===== config.mk =====
export PLATFORM = sky130hd
export DESIGN_NAME = muldiv_seq
export DESIGN_NICKNAME = d
export VERILOG_FILES = /design/src/rtl/muldiv_seq.sv
export SDC_FILE = /design/constraint.sdc
export NUM_CORES = 2
export LEC_CHECK = 0
export ABC_AREA = 1
export CAP_MARGIN = 20
export CORE_ASPECT_RATIO = 1.2
export CORE_MARGIN = 1
export CORE_UTILIZATION = 40
export CTS_BUF_LIST = sky130_fd_sc_hd__clkbuf_16
export CTS_CLUSTER_SIZE = 16
export DETAILED_ROUTE_END_ITERATION = 7
export PLACE_DENSITY_LB_ADDON = 0.2
export SYNTH_ARGS = -nofsm -noshare
export SYNTH_HDL_FRONTEND = slang
export SYNTH_SLANG_ARGS = --single-unit

===== constraint.sdc =====
create_clock -name clk -period 3 [get_ports clk]
set_input_delay 0.6 -clock clk [delete_from_list [all_inputs] [get_ports clk]]
set_output_delay 0.6 -clock clk [all_outputs]
set_load 0.01 [all_outputs]

===== src/rtl/muldiv_seq.sv =====
// Iterative RV64M multiply/divide sequencer: shift-add multiply, restoring divide.
// Stalls the execute stage until a one-cycle done pulse carries the writeback value.
module muldiv_seq #(
  parameter int unsigned MUL_STEP = 1
) (
  input  logic        clk,
  input  logic        reset,
  input  logic        valid,
  input  logic [3:0]  mulOp,
  input  logic [63:0] a,
  input  logic [63:0] b,
  input  logic        flush,
  output logic        stall,
  output logic        done,
  output logic [63:0] result
);

  typedef enum logic [2:0] {S_IDLE, S_MUL, S_DIV, S_FIX, S_DONE} state_t;

  localparam logic [6:0] C_MUL64 = 7'(64 / MUL_STEP - 1);
  localparam logic [6:0] C_MUL32 = 7'(32 / MUL_STEP - 1);

  state_t      r_state, w_next;
  logic [6:0]  r_cnt;
  logic        r_w, r_div, r_rem, r_qneg, r_rneg;
  logic [63:0] r_x, r_y, r_acc, r_result;

  logic        w_accept, w_isw, w_isdiv, w_signed, w_sa, w_sb;
  logic        w_divz, w_ovf, w_special, w_qbit;
  logic [63:0] w_ea, w_eb, w_abs_a, w_abs_b, w_spec_res, w_mul_acc;
  logic [63:0] w_q, w_r, w_fix;
  logic [64:0] w_sh, w_diff;

  function automatic logic [63:0] f_wfix(input logic isw, input logic [63:0] v);
    return isw ? {{32{v[31]}}, v[31:0]} : v;
  endfunction

  assign w_isw    = mulOp[3];
  assign w_isdiv  = mulOp[2];
  assign w_signed = mulOp[2] & ~mulOp[0];
  assign w_accept = (r_state == S_IDLE) & valid & ~flush;

  always_comb begin
    if (w_isw) begin
      w_ea = w_signed ? {{32{a[31]}}, a[31:0]} : {32'b0, a[31:0]};
      w_eb = w_signed ? {{32{b[31]}}, b[31:0]} : {32'b0, b[31:0]};
    end else begin
      w_ea = a;
      w_eb = b;
    end
  end

  assign w_sa      = w_signed & w_ea[63];
  assign w_sb      = w_signed & w_eb[63];
  assign w_abs_a   = w_sa ? -w_ea : w_ea;
  assign w_abs_b   = w_sb ? -w_eb : w_eb;
  assign w_divz    = (w_eb == '0);
  assign w_ovf     = w_signed & (w_eb == '1) &
                     (w_ea == (w_isw ? 64'hFFFF_FFFF_8000_0000 : 64'h8000_0000_0000_0000));
  assign w_special = w_isdiv & (w_divz | w_ovf);

  always_comb begin
    if (w_divz) w_spec_res = mulOp[1] ? w_ea : '1;
    else        w_spec_res = mulOp[1] ? '0   : w_ea;
    w_spec_res = f_wfix(w_isw, w_spec_res);
  end

  // Multiply step: retire MUL_STEP multiplier bits, multiplicand pre-shifted each cycle.
  always_comb begin
    w_mul_acc = r_acc;
    for (int unsigned i = 0; i < MUL_STEP; i++) begin
      if (r_y[i]) w_mul_acc = w_mul_acc + (r_x << i);
    end
  end

  // Restoring divide: r_x shifts dividend out at the top and quotient bits in at the bottom.
  assign w_sh   = {r_acc, r_x[63]};
  assign w_diff = w_sh - {1'b0, r_y};
  assign w_qbit = ~w_diff[64];

  assign w_q   = r_qneg ? -r_x : r_x;
  assign w_r   = r_rneg ? -r_acc : r_acc;
  assign w_fix = f_wfix(r_w, r_div ? (r_rem ? w_r : w_q) : r_acc);

  always_ff @(posedge clk) begin
    if (!reset) r_state <= S_IDLE;
    else        r_state <= w_next;
  end

  always_comb begin
    w_next = r_state;
    case (r_state)
      S_IDLE: if (valid) w_next = w_special ? S_DONE : (w_isdiv ? S_DIV : S_MUL);
      S_MUL:  if (r_cnt == '0) w_next = S_FIX;
      S_DIV:  if (r_cnt == '0) w_next = S_FIX;
      S_FIX:  w_next = S_DONE;
      S_DONE: w_next = S_IDLE;
      default: w_next = S_IDLE;
    endcase
    if (flush) w_next = S_IDLE;
  end

  always_comb begin
    done  = (r_state == S_DONE) & ~flush;
    stall = valid & ~done;
  end

  always_ff @(posedge clk) begin
    if (!reset) begin
      r_cnt    <= '0;
      r_w      <= 1'b0;
      r_div    <= 1'b0;
      r_rem    <= 1'b0;
      r_qneg   <= 1'b0;
      r_rneg   <= 1'b0;
      r_x      <= '0;
      r_y      <= '0;
      r_acc    <= '0;
      r_result <= '0;
    end else if (w_accept) begin
      r_w    <= w_isw;
      r_div  <= w_isdiv;
      r_rem  <= mulOp[1];
      r_qneg <= w_sa ^ w_sb;
      r_rneg <= w_sa;
      r_acc  <= '0;
      if (w_isdiv) begin
        r_x   <= w_isw ? {w_abs_a[31:0], 32'b0} : w_abs_a;
        r_y   <= w_abs_b;
        r_cnt <= w_isw ? 7'd31 : 7'd63;
      end else begin
        r_x   <= w_ea;
        r_y   <= w_eb;
        r_cnt <= w_isw ? C_MUL32 : C_MUL64;
      end
      if (w_special) r_result <= w_spec_res;
    end else begin
      case (r_state)
        S_MUL: begin
          r_acc <= w_mul_acc;
          r_x   <= r_x << MUL_STEP;
          r_y   <= r_y >> MUL_STEP;
          r_cnt <= r_cnt - 7'd1;
        end
        S_DIV: begin
          r_acc <= w_qbit ? w_diff[63:0] : w_sh[63:0];
          r_x   <= {r_x[62:0], w_qbit};
          r_cnt <= r_cnt - 7'd1;
        end
        S_FIX: if (!flush) r_result <= w_fix;
        default: ;
      endcase
    end
  end

  assign result = r_result;

endmodule


==> summary.txt <==
Run status
  – Outcome: finished clean

Global route
  – Maximum number of pins on one net before global-route repair: 86
  – Number of antenna violations at the first check in global routing: 11
  – First-pass GRT wire length: 303800 um
  – Global route total overflow: 0
  – Overall global routing resource usage: 0.4693
  – Via count of the first global-routing pass: 45.93k

Routing
  – Count of routing violations after the opening detailed-route iteration: 6073
  – DRC viols: 0
  – Final routed wire length divided by cell count: 25.06 um
  – Vias: 49.13k
  – Post-Route WL: 213600 um
  – Number of antenna-violating nets in the routed design: 0
  – First-pass detailed-route iteration total: 7
  – Number of vias per cell: 5.764

Layout
  – Post-layout nets: 7632
  – Post-route core utilization: 0.5336
  – Number of filler cells placed in the layout: 9265
  – Multi-input combinational cell area: 25680 um2
  – Register Area: roughly 5400 um2
  – Synth-to-layout area growth: 31.33%
  – Share of final-layout standard cells stronger than drive strength 1: 0.1399
  – Count of non-filler cells in the finished layout: 8524

Timing
  – Setup repair after global routing missed its margin: true
  – Setup violators final: 0
  – Final Skew: between 0.03 and 0.04 ns
  – Number of max-slew violations in the final report: 0
  – Share of the cycle needed by the critical path after routing: 0.9697
  – Worst max-slew margin expressed relative to the limit: 0.2968
  – Slew of the pin with the lowest slew margin: around 1.1 ns
  – Min Hold Slack: ~0.46 ns
  – Fmax: 343.8 MHz
  – Total count of hold-check failures in the final report: 0
  – Post-layout minimum cycle time: 2.909 ns

Clock tree
  – Clock latency on the worst-skew pair: 0.59 ns
  – Longest Clk Path Bufs: 3
  – CTS clock-pin slew for the worst setup and hold paths: 0.07 ns
  – TritonCTS sink count: 271
  – Cts bufs inserted: 35
  – H-tree levels: 2
  – Root buffer cell: sky130_fd_sc_hd__clkbuf_16
  – TritonCTS clock tree: built

Synthesis
  – Synth Area in Compound Gates: 0.2212
  – Synth Area in Adders: 0.04951
  – Cell count after synthesis: 6552
  – Sequential-to-total area share from yosys stat: 0.1565
  – Leading cell types by total area after synthesis: sky130_fd_sc_hd__nand2_1, sky130_fd_sc_hd__dfxtp_1, sky130_fd_sc_hd__nor2_1
  – Mux contribution to synthesized area: 0
  – Post-synth ARST share: 0
  – Fraction of post-synthesis cell area in the top cell type by area: 0.2000
  – Post-Syn Area per Cell: approximately 5.3 um2
  – Number of distinct standard cells referenced by the synthesized netlist: 48
  – Total nets after synthesis: just under 7k
  – Yosys synthesis warning count: 0
  – Most used flip-flop cell after synthesis: sky130_fd_sc_hd__dfxtp_1
  – Xor and xnor area share after synthesis: 0.03890
  – Summed instance area of the synthesized netlist: 34680 um2
  – Cell type contributing the most total cell area after synthesis: sky130_fd_sc_hd__nand2_1
  – Post-synthesis simple-gate area fraction: 0.4201
  – Number of flops mapped to enable cells by yosys: 0
  – Combinational family with the most area after synthesis: simple AND/OR/NAND/NOR gates
  – Flip-flop and latch count after synthesis: 271

Power and ir drop
  – Worst vdd rail ir drop: 0.5748 mV
  – Power density over the cells: 452.3 nW/um2
  – Leakage component of the power: between 20 and 25 nW

Floorplan
  – Die span in y: 324.5 um
  – Initial core utilization: 0.4063
  – Die area: slightly below 90000 um2
  – # IOs: 202
  – Placeable core area: ~85000 um2
  – Die width: 270.8 um
  – Number of rows in the core area: between 100 and 150

Setup path
  – Critical path fanouts, max: 8
  – Critical path buffers and inverters: 4
  – Class of the most critical setup path: reg2reg
  – Data arrival at the endpoint of the critical path: 3.37 ns
  – Crit path cell chain: clkinvlp_4 -> ha_4 -> a21oi_2 -> nor3_1 -> nor3_1 -> nand3_1 -> a21oi_2 -> nand2_1 -> nand2_1 -> nand2_4 -> buf_12 -> buf_4 -> nand2_1 -> o211ai_1 -> nand3_1 -> inv_1
  – Crit path max-delay family: simple AND/OR/NAND/NOR gates
  – Worst path slowest cell: sky130_fd_sc_hd__dfxtp_1
  – Total stage count of the critical path: 16
  – Crit-path max cell delay: 0.37 ns
  – Most used cell along the critical path: sky130_fd_sc_hd__nand2_1
  – Data required time at the worst endpoint: roughly 3.5 ns
  – Worst r2r path cells: 16
  – Kind of launch point of the worst setup path: register
  – Type of destination of the critical path: register

Min path
  – Hold/Removal Path Class: reg2reg
  – Hold Crit Depth: 2

Place
  – Last weighted congestion value of the routability-driven placer: 1.130
  – Number of buffer cells added on primary ports: around 200
  – Placed wire-length estimate after detailed placement: 175000 um
  – Placed instance count: 8443

Run
  – Max-cap violations: 0
-- synth_stat cells, types with 6 or more instances --
| library cell | number |
|---|---|
| sky130_fd_sc_hd__a21boi_0 | 6 |
| sky130_fd_sc_hd__and3_1 | 7 |
| sky130_fd_sc_hd__or2_2 | 19 |
| sky130_fd_sc_hd__xnor2_1 | 38 |
| sky130_fd_sc_hd__buf_1 | 23 |
| sky130_fd_sc_hd__nand2_1 | 1848 |
| sky130_fd_sc_hd__o22ai_1 | 13 |
| sky130_fd_sc_hd__nor4_1 | 14 |
| sky130_fd_sc_hd__clkbuf_1 | 213 |
| sky130_fd_sc_hd__buf_4 | 9 |
| sky130_fd_sc_hd__o21bai_1 | 22 |
| sky130_fd_sc_hd__inv_1 | 758 |
| sky130_fd_sc_hd__xor2_1 | 116 |
| sky130_fd_sc_hd__o2111ai_1 | 9 |
| sky130_fd_sc_hd__a31oi_1 | 25 |
| sky130_fd_sc_hd__o21ai_0 | 593 |
| sky130_fd_sc_hd__o211ai_1 | 84 |
| sky130_fd_sc_hd__buf_2 | 21 |
| sky130_fd_sc_hd__a22oi_1 | 13 |
| sky130_fd_sc_hd__ha_1 | 134 |
| sky130_fd_sc_hd__o21a_1 | 11 |
| sky130_fd_sc_hd__a221oi_1 | 6 |
| sky130_fd_sc_hd__nand4_1 | 87 |
| sky130_fd_sc_hd__inv_2 | 7 |
| sky130_fd_sc_hd__a21oi_1 | 589 |
| sky130_fd_sc_hd__nor2_1 | 854 |
| sky130_fd_sc_hd__nor3_1 | 69 |
| sky130_fd_sc_hd__dfxtp_1 | 271 |
| sky130_fd_sc_hd__o221ai_1 | 11 |
| sky130_fd_sc_hd__nand3b_1 | 19 |
| sky130_fd_sc_hd__nand3_1 | 610 |
| sky130_fd_sc_hd__a21o_1 | 16 |
-- where the power goes --
| group | total (mW) | switching [mW] | internal, mW |
|---|---|---|---|
| Combinational | 11.4 | 7.47 | 3.96 |
| Clock | 4.74 | 1.95 | 2.79 |
| Sequential | 4.42 | 0.511 | 3.91 |
-- timing repair --
item	CTS	global route
gates cloned	0	3
gates resized for setup	5	118
setup endpoints to repair	66	137
pin swaps	0	11
hold buffers	0	0
buffers inserted	0	7
-- layout by cell type, fill, tap and decap left out, types with 21 or more instances in the layout --
cell type	n
sky130_fd_sc_hd__o211ai_1	84
sky130_fd_sc_hd__nand3_1	603
sky130_fd_sc_hd__xnor2_1	38
sky130_fd_sc_hd__buf_4	788
sky130_fd_sc_hd__o21bai_1	21
sky130_fd_sc_hd__clkbuf_16	39
sky130_fd_sc_hd__dfxtp_1	259
sky130_fd_sc_hd__clkdlybuf4s50_1	196
sky130_fd_sc_hd__xor2_1	115
sky130_fd_sc_hd__a21oi_1	580
sky130_fd_sc_hd__inv_1	751
sky130_fd_sc_hd__nand2_1	1823
sky130_fd_sc_hd__nand4_1	87
sky130_fd_sc_hd__nand2_2	24
sky130_fd_sc_hd__o21ai_0	583
sky130_fd_sc_hd__a31oi_1	25
sky130_fd_sc_hd__nor3_1	66
sky130_fd_sc_hd__ha_1	115
sky130_fd_sc_hd__buf_12	41
sky130_fd_sc_hd__nor2_1	838
-- worst paths after layout --
path | startpoint | slack [ns] | to
max | r_y[61]$_SDFFE_PN0P_ | 0.09 | r_acc[9]$_SDFFE_PP0P_
min | r_y[14]$_SDFFE_PN0P_ | 0.46 | r_y[14]$_SDFFE_PN0P_
max reg2reg | r_y[61]$_SDFFE_PN0P_ | 0.09 | r_acc[9]$_SDFFE_PP0P_
min reg2reg | r_y[14]$_SDFFE_PN0P_ | 0.46 | r_y[14]$_SDFFE_PN0P_
-- metal layers --
| layer | GRT usage | part of all wire | up-vias |
|---|---|---|---|
| met4 | 0.4282 | 0.11 | 14 |
| met1 | 0.5356 | 0.37 | 22510 |
| li1 | - | - | 23160 |
| met5 | 0.001096 | 0.00044 | - |
| met3 | 0.1019 | 0.094 | 773 |
| met2 | 0.7311 | 0.43 | 2679 |
-- stage by stage --
| step | area (um2) | setup WS (ns) | power, mW | setup TNS, ns |
|---|---|---|---|---|
| detailed placement | 43740 | -0.6055 | 15.08 | -43.26 |
| global placement | 43740 | -0.5653 | 15.06 | -38.00 |
| floorplan | 34680 | 0.09774 | 10.10 | 0 |
| global route | 45520 | -0.02192 | 21.46 | -0.07835 |
| finish | 45540 | 0.09102 | 20.60 | 0 |
| CTS | 44970 | -0.0007201 | 19.79 | -0.0007629 |
-- worst min-delay path, delay by kind of cell, from the launching register on --
family             cells  cell delay (ns)
AOI/OAI and AO/OA      1             0.05
DFF                    1             0.30
and+or+nand+nor        1             0.06
-- area by class of cell --
class	instances	area share
Multi-Input combinational cell	5245	0.5639
Timing Repair Buffer	1037	0.1946
Sequential cell	271	0.1195
Inverter	770	0.06380
Tap cell	1130	0.03105
Clock buffer	36	0.01978
Clock inverter	27	0.007006
Antenna cell	8	0.0004396
-- flip-flops by register name, indices dropped and copies added, names as in the netlist --
name / cells
r_acc: 64
r_rem: 1
result: 64
r_x: 64
r_w: 1
r_state: 3
r_y: 64
r_cnt: 7
r_div: 1
r_qneg: 1
r_rneg: 1
-- kinds of logic after synthesis --
group                      after synthesis
buffers and inverters                 1036
adders and majority gates              136
AOI/OAI and AO/OA                     1417
DFF                                    271
and+or+nand+nor                       3538
xor gates and xnor gates               154
Power figures use the tool's default switching activity.
